**config.mk**
```make
export PLATFORM = sky130hd
export DESIGN_NAME = ddr2_refresh_scheduler
export DESIGN_NICKNAME = d
export VERILOG_FILES = /design/src/rtl/ddr2_refresh_scheduler.sv
export SDC_FILE = /design/constraint.sdc
export NUM_CORES = 1
export LEC_CHECK = 0
export BUFFER_PORTS_ARGS = -buffer_cell sky130_fd_sc_hd__buf_4
export CAP_MARGIN = 20
export CORE_MARGIN = 1.5
export CORE_UTILIZATION = 40
export DETAILED_ROUTE_END_ITERATION = 12
export GPL_TIMING_DRIVEN = 0
export PLACE_DENSITY = 0.68
export SYNTH_ARGS = -nofsm -noshare
export SYNTH_HDL_FRONTEND = slang
export SYNTH_SLANG_ARGS = --single-unit
```
**constraint.sdc**
```tcl
create_clock -name clk -period 4.28 [get_ports clk]
set_input_delay 0 -clock clk [delete_from_list [all_inputs] [get_ports clk]]
set_output_delay 0 -clock clk [all_outputs]
set_load 0.01 [all_outputs]
```
**src/rtl/ddr2_refresh_scheduler.sv**
```systemverilog
// DDR2 AUTO REFRESH scheduler: tREFI credit timer, arbiter handshake, REF issue and tRFC hold-off.
// Optional statistics outputs (ref_count_o, max_pending_o) are built when DDR2_REFSCHED_STATS_EN is defined.
//
//  state     | meaning
//  ----------+---------------------------------------------------------------
//  IDLE      | waiting; requests the bus whenever refresh credits are owed
//  ISSUE     | single cycle with AUTO REFRESH on the command pins
//  TRFC_WAIT | remainder of tRFC; bus held busy, no new request
module ddr2_refresh_scheduler #(
    parameter int TREFI_CLK    = 100000,
    parameter int TRFC_CLK     = 26,
    parameter int MAX_POSTPONE = 8
) (
    input  logic        clk,
    input  logic        reset,
    input  logic        ready_i,
    input  logic        ref_gnt_i,
    output logic        ref_req_o,
    output logic        urgent_o,
    output logic        ref_busy_o,
    output logic [3:0]  pending_o,
    output logic        overflow_o,
`ifdef DDR2_REFSCHED_STATS_EN
    output logic [31:0] ref_count_o,
    output logic [3:0]  max_pending_o,
`endif
    output logic        ref_csbar_o,
    output logic        ref_rasbar_o,
    output logic        ref_casbar_o,
    output logic        ref_webar_o
);

    localparam int CW        = (TREFI_CLK > 2) ? $clog2(TREFI_CLK) : 1;
    localparam int TW        = (TRFC_CLK > 2) ? $clog2(TRFC_CLK) : 1;
    localparam int TRFC_LOAD = (TRFC_CLK >= 2) ? (TRFC_CLK - 2) : 0;

    localparam logic [CW-1:0] TREFI_LAST   = CW'(TREFI_CLK - 1);
    localparam logic [TW-1:0] TRFC_INIT    = TW'(TRFC_LOAD);
    localparam logic [3:0]    PENDING_MAX  = 4'(MAX_POSTPONE + 1);
    localparam logic [3:0]    URGENT_LEVEL = 4'(MAX_POSTPONE);

    typedef enum logic [1:0] {
        IDLE      = 2'd0,
        ISSUE     = 2'd1,
        TRFC_WAIT = 2'd2
    } state_t;

    state_t          state;
    logic [CW-1:0]   interval_cnt;
    logic [TW-1:0]   trfc_cnt;

    logic            tick;
    logic            consume;
    logic            issue_start;
    logic            overflow_set;
    logic [3:0]      pending_nxt;

    always_comb begin
        tick         = ready_i && (interval_cnt == TREFI_LAST);
        consume      = (state == ISSUE);
        issue_start  = ready_i && (state == IDLE) && ref_req_o && ref_gnt_i;
        pending_nxt  = pending_o;
        overflow_set = 1'b0;
        // A tick and a consume in the same cycle cancel out.
        if (tick && !consume) begin
            if (pending_o == PENDING_MAX) begin
                overflow_set = 1'b1;
            end else begin
                pending_nxt = pending_o + 4'd1;
            end
        end else if (!tick && consume) begin
            pending_nxt = pending_o - 4'd1;
        end
    end

    always_ff @(posedge clk or negedge reset) begin
        if (!reset) begin
            state        <= IDLE;
            interval_cnt <= '0;
            trfc_cnt     <= '0;
            pending_o    <= 4'd0;
            urgent_o     <= 1'b0;
            ref_req_o    <= 1'b0;
            ref_busy_o   <= 1'b0;
            overflow_o   <= 1'b0;
            ref_csbar_o  <= 1'b1;
            ref_rasbar_o <= 1'b1;
            ref_casbar_o <= 1'b1;
            ref_webar_o  <= 1'b1;
        end else if (!ready_i) begin
            state        <= IDLE;
            interval_cnt <= '0;
            trfc_cnt     <= '0;
            pending_o    <= 4'd0;
            urgent_o     <= 1'b0;
            ref_req_o    <= 1'b0;
            ref_busy_o   <= 1'b0;
            ref_csbar_o  <= 1'b1;
            ref_rasbar_o <= 1'b1;
            ref_casbar_o <= 1'b1;
            ref_webar_o  <= 1'b1;
        end else begin
            interval_cnt <= tick ? '0 : interval_cnt + 1'b1;
            pending_o    <= pending_nxt;
            urgent_o     <= (pending_nxt >= URGENT_LEVEL);
            if (overflow_set) begin
                overflow_o <= 1'b1;
            end

            ref_csbar_o  <= 1'b1;
            ref_rasbar_o <= 1'b1;
            ref_casbar_o <= 1'b1;
            ref_webar_o  <= 1'b1;
            ref_busy_o   <= 1'b0;
            ref_req_o    <= 1'b0;

            case (state)
                IDLE: begin
                    if (issue_start) begin
                        state        <= ISSUE;
                        ref_csbar_o  <= 1'b0;
                        ref_rasbar_o <= 1'b0;
                        ref_casbar_o <= 1'b0;
                        ref_busy_o   <= 1'b1;
                    end else begin
                        ref_req_o <= (pending_nxt != 4'd0);
                    end
                end
                ISSUE: begin
                    if (TRFC_CLK == 1) begin
                        state     <= IDLE;
                        ref_req_o <= (pending_nxt != 4'd0);
                    end else begin
                        state      <= TRFC_WAIT;
                        trfc_cnt   <= TRFC_INIT;
                        ref_busy_o <= 1'b1;
                    end
                end
                TRFC_WAIT: begin
                    if (trfc_cnt == '0) begin
                        state     <= IDLE;
                        ref_req_o <= (pending_nxt != 4'd0);
                    end else begin
                        trfc_cnt   <= trfc_cnt - 1'b1;
                        ref_busy_o <= 1'b1;
                    end
                end
                default: begin
                    state <= IDLE;
                end
            endcase
        end
    end

`ifdef DDR2_REFSCHED_STATS_EN
    // Statistics survive ready_i drops; only the hard reset clears them.
    always_ff @(posedge clk or negedge reset) begin
        if (!reset) begin
            ref_count_o   <= 32'd0;
            max_pending_o <= 4'd0;
        end else begin
            if (issue_start && (ref_count_o != 32'hFFFF_FFFF)) begin
                ref_count_o <= ref_count_o + 32'd1;
            end
            if (pending_o > max_pending_o) begin
                max_pending_o <= pending_o;
            end
        end
    end
`endif

endmodule

```
==> flow_metrics.tcl <==
set metrics [dict create \
    critical_path.slowest_cell "sky130_fd_sc_hd__or4b_4" \
    place.detailed.hpwl_um 2390 \
    layoutNonFillerInstCount 260 \
    number_of_buffer_and_inverter_instances_along_the_worst_setup_path 0 \
    holdPathEnd "state[0]$_DFFE_PN0P_" \
    criticalPathCategory "reg2reg" \
    vias 1326 \
    clock_tree_from_tritoncts "yes" \
    vdd.ir_drop.worst_v 0.000119 \
    antenna_left 0 \
    worst-path-max-fanout 4 \
    cts_setup_buffers 0 \
    avgSynthCellArea_um2 9.56 \
    synth.ff_latch_count 33 \
    rsz0062_at_grt "no" \
    setup_ws_ns 1.96 \
    grt_first_pass_wirelength_um 5880 \
    place_congestion 0.760 \
    required_ns 4.46 \
    number_of_antenna_violations_at_the_first_check_in_global_routing 0 \
    critPathCaptureType "register" \
    finalCoreUtilization 0.473 \
    first_iter_violations 64 \
    synth_ff_type "sky130_fd_sc_hd__dfrtp_1" \
    largest_net_degree_at_the_start_of_global_routing 34 \
    timing.critical_path.from_type "register" \
    preCtsSetupSlack_ns 1.96 \
    worst-r2r-cell-count 6 \
    clock_sinks 33 \
    cellLeakagePower_nw 0.908 \
    dpl-instance-area_mm2 0.00195 \
    setup_violations 0 \
    reg2reg_setup_slack_ns 1.96 \
    power.total_mw 0.623 \
    max_freq_ghz 0.431 \
    finalNetCount 218 \
    finClkSkew_ns 0.00812 \
    crit-reg2reg-launch "interval_cnt[12]$_DFF_PN0_" \
    worstReg2RegEnd "ref_req_o$_DFF_PN0_" \
    grt_pass1_vias 1316 \
    grt_util_all_layers 0.154 \
    floorplan.core_area_mm2 0.00432 \
    dpl.cell_count 252 \
    synth_fa_ha_area_frac 0.0422 \
    totalWireLength_um 3400 \
    hold_start "ref_gnt_i" \
    async_reset_ff_frac 1.00 \
    postSynthCellCount 186 \
    syn_area_mm2 0.00178 \
    post_cts.resized_instances 0 \
    floorplan.die_area_mm2 0.00485 \
    cts_htree_levels 2 \
    critical-path-top-delay-family "simple AND/OR/NAND/NOR gates" \
    worst_hold_slack_ns 0.0105 \
    maxCapViolations 0 \
    floorplan.die.width_um 69.7 \
    final_layout_size_suffix_gt1_frac 0.154 \
    place.port_buffers 14 \
    initial_utilization 0.411 \
    fin_tns_setup_ns 0 \
    synth-edff-count 0 \
    clock_insertion_delay_worst_skew_ns 0.29 \
    cts_hold_buffers 1 \
    worstSetupPathDepth 6 \
    critical_path.max_stage_delay_ns 0.57 \
    fill_cell_total_of_the_finished_layout 430 \
    num_antenna_cells 0 \
    synth_compound_gate_area_share 0.0809 \
    synth.distinct_cells 41 \
    run_status "finished, final reports clean" \
    yosys_warnings 0 \
    min-delay-path-class "in2reg" \
    period_share 0.542 \
    timing.final.hold_violations 0 \
    clk_transition_reported_paths_ns 0.07 \
    number_of_stages_on_the_worst_hold_path 3 \
    largest_family_of_logic_cells_by_synthesized_area "simple AND/OR/NAND/NOR gates" \
    drc 0 \
    synthSimpleGateAreaFrac 0.293 \
    drt-pass1-iter-count 6 \
    timing_max_transition_violations_final 0 \
    floorplan.rows 24 \
    die-height_um 69.7 \
    layout_min_cycle_time_ns 2.32 \
    synth_seq_area_share 0.465 \
    cts-root-buf "sky130_fd_sc_hd__clkbuf_8" \
    drt-wirelength-per-cell_um 13.1 \
    cp_cell_sequence "or4b_4 > or3_4 > o21a_1 > nor3_2 > o22ai_1 > o31a_1" \
    synth_xor_area_frac 0.0788 \
    power_per_cell_area_mw_per_mm2 305 \
    syn-num-nets 196 \
    final_cell_area_mm2 0.00204 \
    boundaryPins 16 \
    synth.area.mux_share 0 \
    critPathArrivalTime_ns 2.50 \
    cts_buffer_depth 2 \
    grt_overflow 0 \
    synth_to_layout_area_growth_pct 15.0 \
    cts_bufs_inserted 5 \
    drt-vias-per-instance 5.10 \
]
-- where the power goes --
part           total [mW]  internal, mW  leakage, nW  switching, mW
clock network       0.238         0.128       0.0443          0.111
registers           0.330         0.321        0.449        0.00890
logic              0.0553        0.0244        0.415         0.0308
total               0.623         0.473        0.908          0.150
-- per-layer routing --
| layer | GRT usage | up-vias | routed length [um] |
|---|---|---|---|
| li1 | - | 679 | - |
| met5 | 0 | - | 0 |
| met4 | 0.0791 | 0 | 81 |
| met1 | 0.188 | 625 | 1620 |
| met3 | 0.0451 | 8 | 95 |
| met2 | 0.248 | 14 | 1600 |
-- flip-flops by register name, summed over array words and instances (netlist names) --
name,count
interval_cnt,17
overflow_o,1
pending_o,4
trfc_cnt,5
state,2
ref_busy_o,1
ref_req_o,1
urgent_o,1
ref_casbar_o,1
-- layout make-up --
cell class / instances / area [um^2] / share of cell area
Clock buffer: 7 / 86.3 / 0.0422
Timing Repair Buffer: 15 / 115 / 0.0563
Buffer: 6 / 33.8 / 0.0165
Sequential cell: 33 / 827 / 0.405
Tap cell: 52 / 65.1 / 0.0318
Inverter: 9 / 33.8 / 0.0165
Multi-Input combinational cell: 138 / 883 / 0.432
-- cells in the mapped netlist, drive strengths merged (3+ instances only) --
cell type,instances,share of area
nand2,14,0.030
nor3b,3,0.013
nand4,4,0.014
nor2,25,0.053
nor3,9,0.034
xor2,11,0.054
and2,7,0.025
and3,5,0.018
inv,9,0.019
or2,3,0.011
ha,6,0.042
xnor2,5,0.025
dfrtp,32,0.45
nand3,8,0.023
o21ai,4,0.011
a21boi,3,0.013
nor4,3,0.011
o21a,3,0.013
buf,3,0.013
clkbuf,3,0.0063
-- cells in the final DEF, fill, tap and decap left out, types with 2 or more instances in the layout --
cell type                  instances
sky130_fd_sc_hd__and3_1            5
sky130_fd_sc_hd__nor4_1            3
sky130_fd_sc_hd__and2_1            7
sky130_fd_sc_hd__ha_1              6
sky130_fd_sc_hd__or2_2             2
sky130_fd_sc_hd__nor3_2            3
sky130_fd_sc_hd__nand3_1           8
sky130_fd_sc_hd__nor3b_1           3
sky130_fd_sc_hd__or3_4             2
sky130_fd_sc_hd__nor3_1            6
sky130_fd_sc_hd__inv_1             9
sky130_fd_sc_hd__xnor2_1           5
sky130_fd_sc_hd__clkbuf_1          4
sky130_fd_sc_hd__nand3b_1          2
sky130_fd_sc_hd__xor2_1           11
sky130_fd_sc_hd__o22ai_1           2
sky130_fd_sc_hd__o21a_1            3
sky130_fd_sc_hd__buf_4            17
sky130_fd_sc_hd__dfrtp_1          32
sky130_fd_sc_hd__clkbuf_8          6
sky130_fd_sc_hd__nand2b_1          2
sky130_fd_sc_hd__a21boi_0          3
sky130_fd_sc_hd__nand2_1          14
sky130_fd_sc_hd__o21ai_0           4
sky130_fd_sc_hd__nor2b_1           2
sky130_fd_sc_hd__nand4_1           4
sky130_fd_sc_hd__a21oi_1           2
sky130_fd_sc_hd__a31oi_1           2
sky130_fd_sc_hd__nor2_1           25
-- cells by family (layout without fill, tap and decap cells) --
| logic type | after synthesis | after routing |
|---|---|---|
| xor gates and xnor gates | 16 | 16 |
| other | 1 | 1 |
| DFF | 33 | 33 |
| AOI/OAI and AO/OA | 21 | 21 |
| and+or+nand+nor | 94 | 94 |
| buffers and inverters | 15 | 37 |
| adders and majority gates | 6 | 6 |
-- worst max-delay path by stage --
stage	start	end
3_5_place_dp	interval_cnt[12]$_DFF_PN0_	ref_req_o$_DFF_PN0_
6_report	interval_cnt[12]$_DFF_PN0_	ref_req_o$_DFF_PN0_
5_1_grt	interval_cnt[12]$_DFF_PN0_	interval_cnt[10]$_DFF_PN0_
4_1_cts	interval_cnt[12]$_DFF_PN0_	ref_req_o$_DFF_PN0_
2_1_floorplan	interval_cnt[12]$_DFF_PN0_	ref_req_o$_DFF_PN0_
3_3_place_gp	interval_cnt[12]$_DFF_PN0_	ref_req_o$_DFF_PN0_
-- worst reg2reg max path, cell delays in order, from the launching register on --
cell and delay [ns]:
sky130_fd_sc_hd__dfrtp_1 0.41, sky130_fd_sc_hd__or4b_4 0.57, sky130_fd_sc_hd__or3_4 0.39, sky130_fd_sc_hd__o21a_1 0.23, sky130_fd_sc_hd__nor3_2 0.23, sky130_fd_sc_hd__o22ai_1 0.13, sky130_fd_sc_hd__o31a_1 0.26
(Power assumes the default switching activity.)
